[config.mk]
export PLATFORM = sky130hd
export DESIGN_NAME = serial_word_deserializer_flat
export DESIGN_NICKNAME = d
export VERILOG_FILES = /design/src/rtl/serial_word_deserializer_pkg.sv /design/src/rtl/serial_word_deserializer_if.sv /design/src/rtl/serial_word_deserializer_shift.sv /design/src/rtl/serial_word_deserializer.sv /design/src/flat_wrapper.sv
export SDC_FILE = /design/constraint.sdc
export NUM_CORES = 1
export LEC_CHECK = 0
export CORE_ASPECT_RATIO = 1.5
export CORE_MARGIN = 1.5
export CORE_UTILIZATION = 40
export DETAILED_ROUTE_END_ITERATION = 6
export GPL_ROUTABILITY_DRIVEN = 0
export PLACE_DENSITY_LB_ADDON = 0.08
export SLEW_MARGIN = 5
export SYNTH_ARGS = -nofsm -noshare
export SYNTH_HDL_FRONTEND = slang
export SYNTH_HIERARCHICAL = 1
export SYNTH_SLANG_ARGS = --single-unit
[constraint.sdc]
create_clock -name clk -period 1.7 [get_ports clk]
set_input_delay 0.17 -clock clk [delete_from_list [all_inputs] [get_ports clk]]
set_output_delay 0.17 -clock clk [all_outputs]
set_load 0.03 [all_outputs]
[src/rtl/serial_word_deserializer_pkg.sv]
// Shared types and constants for the serial word deserializer.
package deser_pkg;

  typedef enum logic [1:0] {
    S_IDLE,
    S_SHIFT,
    S_PARITY
  } deser_state_t;

  localparam logic START_BIT = 1'b1;
  localparam int   DEF_WIDTH = 8;

endpackage

[src/rtl/serial_word_deserializer_if.sv]
// Serial-in / word-out handshake bundle. Optional parity_err under DESER_PARITY_EN.
interface serial_word_deserializer_if
  import deser_pkg::*;
#(
  parameter int WIDTH = DEF_WIDTH
);
  logic             bit_in;
  logic             bit_en;
  logic             out_ready;
  logic [WIDTH-1:0] word_out;
  logic             word_valid;
  logic             overrun;
  logic             busy;
`ifdef DESER_PARITY_EN
  logic             parity_err;
`endif

  modport master (
    output bit_in, bit_en, out_ready,
`ifdef DESER_PARITY_EN
    input  parity_err,
`endif
    input  word_out, word_valid, overrun, busy
  );

  modport slave (
    input  bit_in, bit_en, out_ready,
`ifdef DESER_PARITY_EN
    output parity_err,
`endif
    output word_out, word_valid, overrun, busy
  );

endinterface

[src/rtl/serial_word_deserializer_shift.sv]
// Plain MSB-first shift register with asynchronous clear.
module serial_shift_reg #(
  parameter int WIDTH = 8
) (
  input  logic             clk,
  input  logic             rst_n,
  input  logic             shift_en,
  input  logic             bit_in,
  output logic [WIDTH-1:0] q
);

  logic [WIDTH-1:0] q_q;

  always_ff @(posedge clk or negedge rst_n) begin
    if (!rst_n) begin
      q_q <= '0;
    end else if (shift_en) begin
      q_q <= {q_q[WIDTH-2:0], bit_in};
    end
  end

  assign q = q_q;

endmodule

[src/rtl/serial_word_deserializer.sv]
// Frame assembler: start bit, WIDTH data bits MSB-first, optional even parity
// bit when DESER_PARITY_EN is defined; words leave over a valid/ready register.
module serial_word_deserializer
  import deser_pkg::*;
#(
  parameter int WIDTH = DEF_WIDTH
) (
  input logic                 clk,
  input logic                 rst_n,
  serial_word_deserializer_if.slave bus
);

  localparam int CNT_W = $clog2(WIDTH + 1);

  deser_state_t     state_q;
  logic [CNT_W-1:0] count_q;
  logic [WIDTH-1:0] shift_q;
  logic [WIDTH-1:0] shift_next;
  logic [WIDTH-1:0] word_d;
  logic [WIDTH-1:0] word_out_q;
  logic             word_valid_q;
  logic             overrun_q;
  logic             commit_d;
  logic             shift_en;
  logic             last_bit;
`ifdef DESER_PARITY_EN
  logic             perr_d;
  logic             perr_q;
`else
  // Without a parity stage the oldest bit falls off in the commit cycle.
  logic             unused_msb;
  assign unused_msb = shift_q[WIDTH-1];
`endif

  assign shift_en   = bus.bit_en && (state_q == S_SHIFT);
  assign shift_next = {shift_q[WIDTH-2:0], bus.bit_in};
  assign last_bit   = (count_q == CNT_W'(WIDTH - 1));

  serial_shift_reg #(.WIDTH(WIDTH)) u_shift (
    .clk      (clk),
    .rst_n    (rst_n),
    .shift_en (shift_en),
    .bit_in   (bus.bit_in),
    .q        (shift_q)
  );

  always_comb begin
    commit_d = 1'b0;
    word_d   = shift_next;
`ifdef DESER_PARITY_EN
    perr_d   = 1'b0;
    if (bus.bit_en && state_q == S_PARITY) begin
      commit_d = 1'b1;
      word_d   = shift_q;
      perr_d   = ^{shift_q, bus.bit_in};
    end
`else
    if (bus.bit_en && state_q == S_SHIFT && last_bit) begin
      commit_d = 1'b1;
    end
`endif
  end

  always_ff @(posedge clk or negedge rst_n) begin
    if (!rst_n) begin
      state_q      <= S_IDLE;
      count_q      <= '0;
      word_out_q   <= '0;
      word_valid_q <= 1'b0;
      overrun_q    <= 1'b0;
`ifdef DESER_PARITY_EN
      perr_q       <= 1'b0;
`endif
    end else begin
      if (bus.bit_en) begin
        case (state_q)
          S_IDLE: begin
            if (bus.bit_in == START_BIT) begin
              state_q <= S_SHIFT;
              count_q <= '0;
            end
          end
          S_SHIFT: begin
            count_q <= count_q + CNT_W'(1);
            if (last_bit) begin
`ifdef DESER_PARITY_EN
              state_q <= S_PARITY;
`else
              state_q <= S_IDLE;
`endif
            end
          end
          default: state_q <= S_IDLE;
        endcase
      end

      // A full, unaccepted output register drops the new word and flags it.
      if (commit_d) begin
        if (!word_valid_q || bus.out_ready) begin
          word_out_q   <= word_d;
          word_valid_q <= 1'b1;
`ifdef DESER_PARITY_EN
          perr_q       <= perr_d;
`endif
        end else begin
          overrun_q    <= 1'b1;
        end
      end else if (word_valid_q && bus.out_ready) begin
        word_valid_q <= 1'b0;
      end
    end
  end

  assign bus.word_out   = word_out_q;
  assign bus.word_valid = word_valid_q;
  assign bus.overrun    = overrun_q;
  assign bus.busy       = (state_q != S_IDLE);
`ifdef DESER_PARITY_EN
  assign bus.parity_err = perr_q;
`endif

endmodule
[src/flat_wrapper.sv]
// flat-port wrapper written by rule: the top's interface ports become plain ports
module serial_word_deserializer_flat import deser_pkg::*;
#(
  parameter int WIDTH = DEF_WIDTH
)
  (clk, rst_n, bus_bit_in, bus_bit_en, bus_out_ready, bus_word_out, bus_word_valid, bus_overrun, bus_busy);
  serial_word_deserializer_if #(.WIDTH(WIDTH)) bus_i ();
  input logic clk;
  input logic rst_n;
  input wire logic [$bits(bus_i.bit_in)-1:0] bus_bit_in;
  input wire logic [$bits(bus_i.bit_en)-1:0] bus_bit_en;
  input wire logic [$bits(bus_i.out_ready)-1:0] bus_out_ready;
  output wire logic [$bits(bus_i.word_out)-1:0] bus_word_out;
  output wire logic [$bits(bus_i.word_valid)-1:0] bus_word_valid;
  output wire logic [$bits(bus_i.overrun)-1:0] bus_overrun;
  output wire logic [$bits(bus_i.busy)-1:0] bus_busy;
  assign bus_i.bit_in = bus_bit_in;
  assign bus_i.bit_en = bus_bit_en;
  assign bus_i.out_ready = bus_out_ready;
  assign bus_word_out = bus_i.word_out;
  assign bus_word_valid = bus_i.word_valid;
  assign bus_overrun = bus_i.overrun;
  assign bus_busy = bus_i.busy;
  serial_word_deserializer #(.WIDTH(WIDTH)) u_core (.clk(clk), .rst_n(rst_n), .bus(bus_i));
endmodule
==> flow_summary.ini <==
[run_status]
result_of_the_run = finished, final reports clean

[clocking]
cts_root_buf = sky130_fd_sc_hd__clkbuf_4
clk_pin_slew_worst_paths_ps = 120
cts_sinks = 22
cts_inserted_buffers = 3
tritoncts = done
cts-htree-levels = 1
clk_latency_ps = 310
hold_buffers = 0
ctsResizeCount = 0
clk_path_buf_depth = 2
cts_setup_buffers = 0

[setup_path]
timing.critical_path.arrival_ps = 1770
required_ps = 1900
worstSetupEndpointType = flop
timing.critical_path.slowest_cell_delay_ps = 420
critical_path.cell_chain = ha_1 -> nand3b_4 -> nor3_4 -> buf_4 -> mux2_2
critPathBufInv = 1
critical_path_type = reg2reg
reg2reg_from = u_core/count_q[0]
reg2reg_slack_ps = 130
critical_path.startpoint_type = flop
worst_path_dominant_cell_family = flip-flops
critPathMaxFanout = 8
worst_r2r_path_depth = 5
worst_path_max_delay_cell = sky130_fd_sc_hd__dfrtp_1
worst_r2r_endpoint = u_core/bus.word_out[4]

[sta]
tightest_slew_ps = 430
setup-tns-final_ps = 0
post-route-min-period_ps = 1570
grt_setup_unrepaired = false
final.period_utilization = 0.924
timing.final.setup_violations = 0
fin_worst_skew_ps = 5.88
timing_hold_violations_final = 0
slew_headroom = 0.711
maxSlewViolCount = 0
whs_ps = 190
achievable-frequency_mhz = 637

[routing]
overall_via_count_from_detail_route = 559
drc = 0
antenna_violating_nets_post_route = 0
route.detailed.wl_per_inst_um = 14.5
route.final.wire_length_mm = 1.53
via_per_inst = 5.27
detailedRoute.firstPassIterationCount = 2
drt_first_iter_violations = 2

[grt]
maximum_number_of_pins_on_one_net_before_global_route_repair = 23
first_global_vias = 562
overflow_left_after_global_routing = 0
antenna_violations_before_repair = 0
grt_first_pass_wirelength_mm = 2.57
grt_util_all_layers = 0.142

[power]
static-leakage-power_nw = 0.557
internal_power_w = 0.00128
seqPwrFrac = 0.453
vdd_drop_max_uv = 612
p_clk_frac = 0.150
power-per-cell-area_nw_per_um2 = 1670
p_comb_frac = 0.397
p_switching_w = 0.000659
power.share.switching = 0.341
total_power_w = 0.00194

[synth]
postSynthCellCount = 60
postSynthAreaPerCell_um2 = 15.3
synthesized_area_um2 = 917
synth_nets = 66
yosys_warnings = 6

[finish]
insertedDiodeCount = 0
drive_gt1_frac = 0.349
finish.net_count = 90
area_growth_syn_to_layout_pct = 26.6
final_cell_area_um2 = 1160

[floorplan]
placement_rows = 21
die_height_um = 61.6
placeableCoreArea_um2 = 2210
floorplan.die.width_um = 42.1
ios = 16
design.die.area_um2 = 2590
initial_utilization = 0.416

[placed_design]
postPlaceCellArea_um2 = 1120
detailed_place_hpwl_mm = 1.15
port-buffer-count = 15

[flow_run]
timing.max_cap.violations = 0

[hold_path]
hold_class = in2async
## power groups by stage
| stage | clock, W | combinational (W) | sequential [W] |
|---|---|---|---|
| finish | 0.000291 | 0.000769 | 0.000877 |
| CTS | 0.000298 | 0.000781 | 0.000885 |
| global placement | 0 | 0.000765 | 0.000891 |
| global route | 0.000317 | 0.000823 | 0.000910 |
| detailed placement | 0 | 0.000778 | 0.000897 |
| floorplan | 0 | 0.000345 | 0.00103 |
## layout make-up
cell class	instances	area, um2
Multi-Input combinational cell	36	352
Inverter	1	3.75
Clock buffer	4	36.3
Fill cell	212	1050
Sequential cell	22	551
Timing Repair Buffer	20	190
Tap cell	23	28.8
## worst register-to-register path, stage by stage (launching register included)
cell,delay [ps]
sky130_fd_sc_hd__dfrtp_1,420
sky130_fd_sc_hd__ha_1,260
sky130_fd_sc_hd__nand3b_4,110
sky130_fd_sc_hd__nor3_4,150
sky130_fd_sc_hd__buf_4,190
sky130_fd_sc_hd__mux2_2,340
## layout by cell type, fill, tap and decap left out
cell type	count
sky130_fd_sc_hd__a22o_2	1
sky130_fd_sc_hd__a21oi_1	1
sky130_fd_sc_hd__mux2i_1	1
sky130_fd_sc_hd__nor2b_1	1
sky130_fd_sc_hd__nand2_1	3
sky130_fd_sc_hd__nor2_1	2
sky130_fd_sc_hd__a21o_1	1
sky130_fd_sc_hd__a22o_1	1
sky130_fd_sc_hd__buf_4	5
sky130_fd_sc_hd__mux2_2	8
sky130_fd_sc_hd__mux2_4	7
sky130_fd_sc_hd__dlymetal6s2s_1	1
sky130_fd_sc_hd__o21ai_0	2
sky130_fd_sc_hd__nand2_2	1
sky130_fd_sc_hd__clkbuf_8	1
sky130_fd_sc_hd__nand3_1	2
sky130_fd_sc_hd__or2_2	1
sky130_fd_sc_hd__dfrtp_1	22
sky130_fd_sc_hd__o311ai_0	1
sky130_fd_sc_hd__clkbuf_4	3
sky130_fd_sc_hd__nor3_4	1
sky130_fd_sc_hd__inv_1	1
sky130_fd_sc_hd__ha_1	1
sky130_fd_sc_hd__nand3b_4	1
sky130_fd_sc_hd__clkdlybuf4s50_1	14
## how the worst max path moves through the flow
stage	startpoint	slack, ps	depth (start not counted)	end
floorplan	u_core/state_q[0]	160	3	u_core/bus.word_out[0]
global placement	bus_bit_en	110	5	u_core/bus.word_out[5]
detailed placement	bus_bit_en	90	5	u_core/bus.word_out[2]
CTS	u_core/state_q[0]	30	1	bus_busy
global route	u_core/count_q[0]	5	5	u_core/bus.word_out[7]
finish	u_core/count_q[0]	130	5	u_core/bus.word_out[4]
## layer usage
metal | global-route usage | vias up | part of all wire
met5 | 0 | - | 0
met4 | 0.107 | 0 | 0.022
met3 | 0.0176 | 4 | 0.033
met2 | 0.234 | 11 | 0.52
met1 | 0.171 | 285 | 0.42
li1 | - | 259 | -
## through the flow
step | worst slack [ps] | std cells | utilization
6_report | 130 | 106 | 0.526
5_1_grt | 4.88 | 106 | 0.526
4_1_cts | 26.2 | 106 | 0.525
3_5_place_dp | 87.2 | 102 | 0.509
3_3_place_gp | 115 | 102 | 0.509
2_1_floorplan | 156 | 60 | -
## sequential cells by signal (all words and copies together) (netlist names)
signal                 count
u_core/bus.overrun         1
u_core/bus.word_out        8
u_core/bus.word_valid      1
u_core/count_q             4
u_core/state_q             1
u_core/u_shift/q           7
Power figures use the tool's default switching activity.
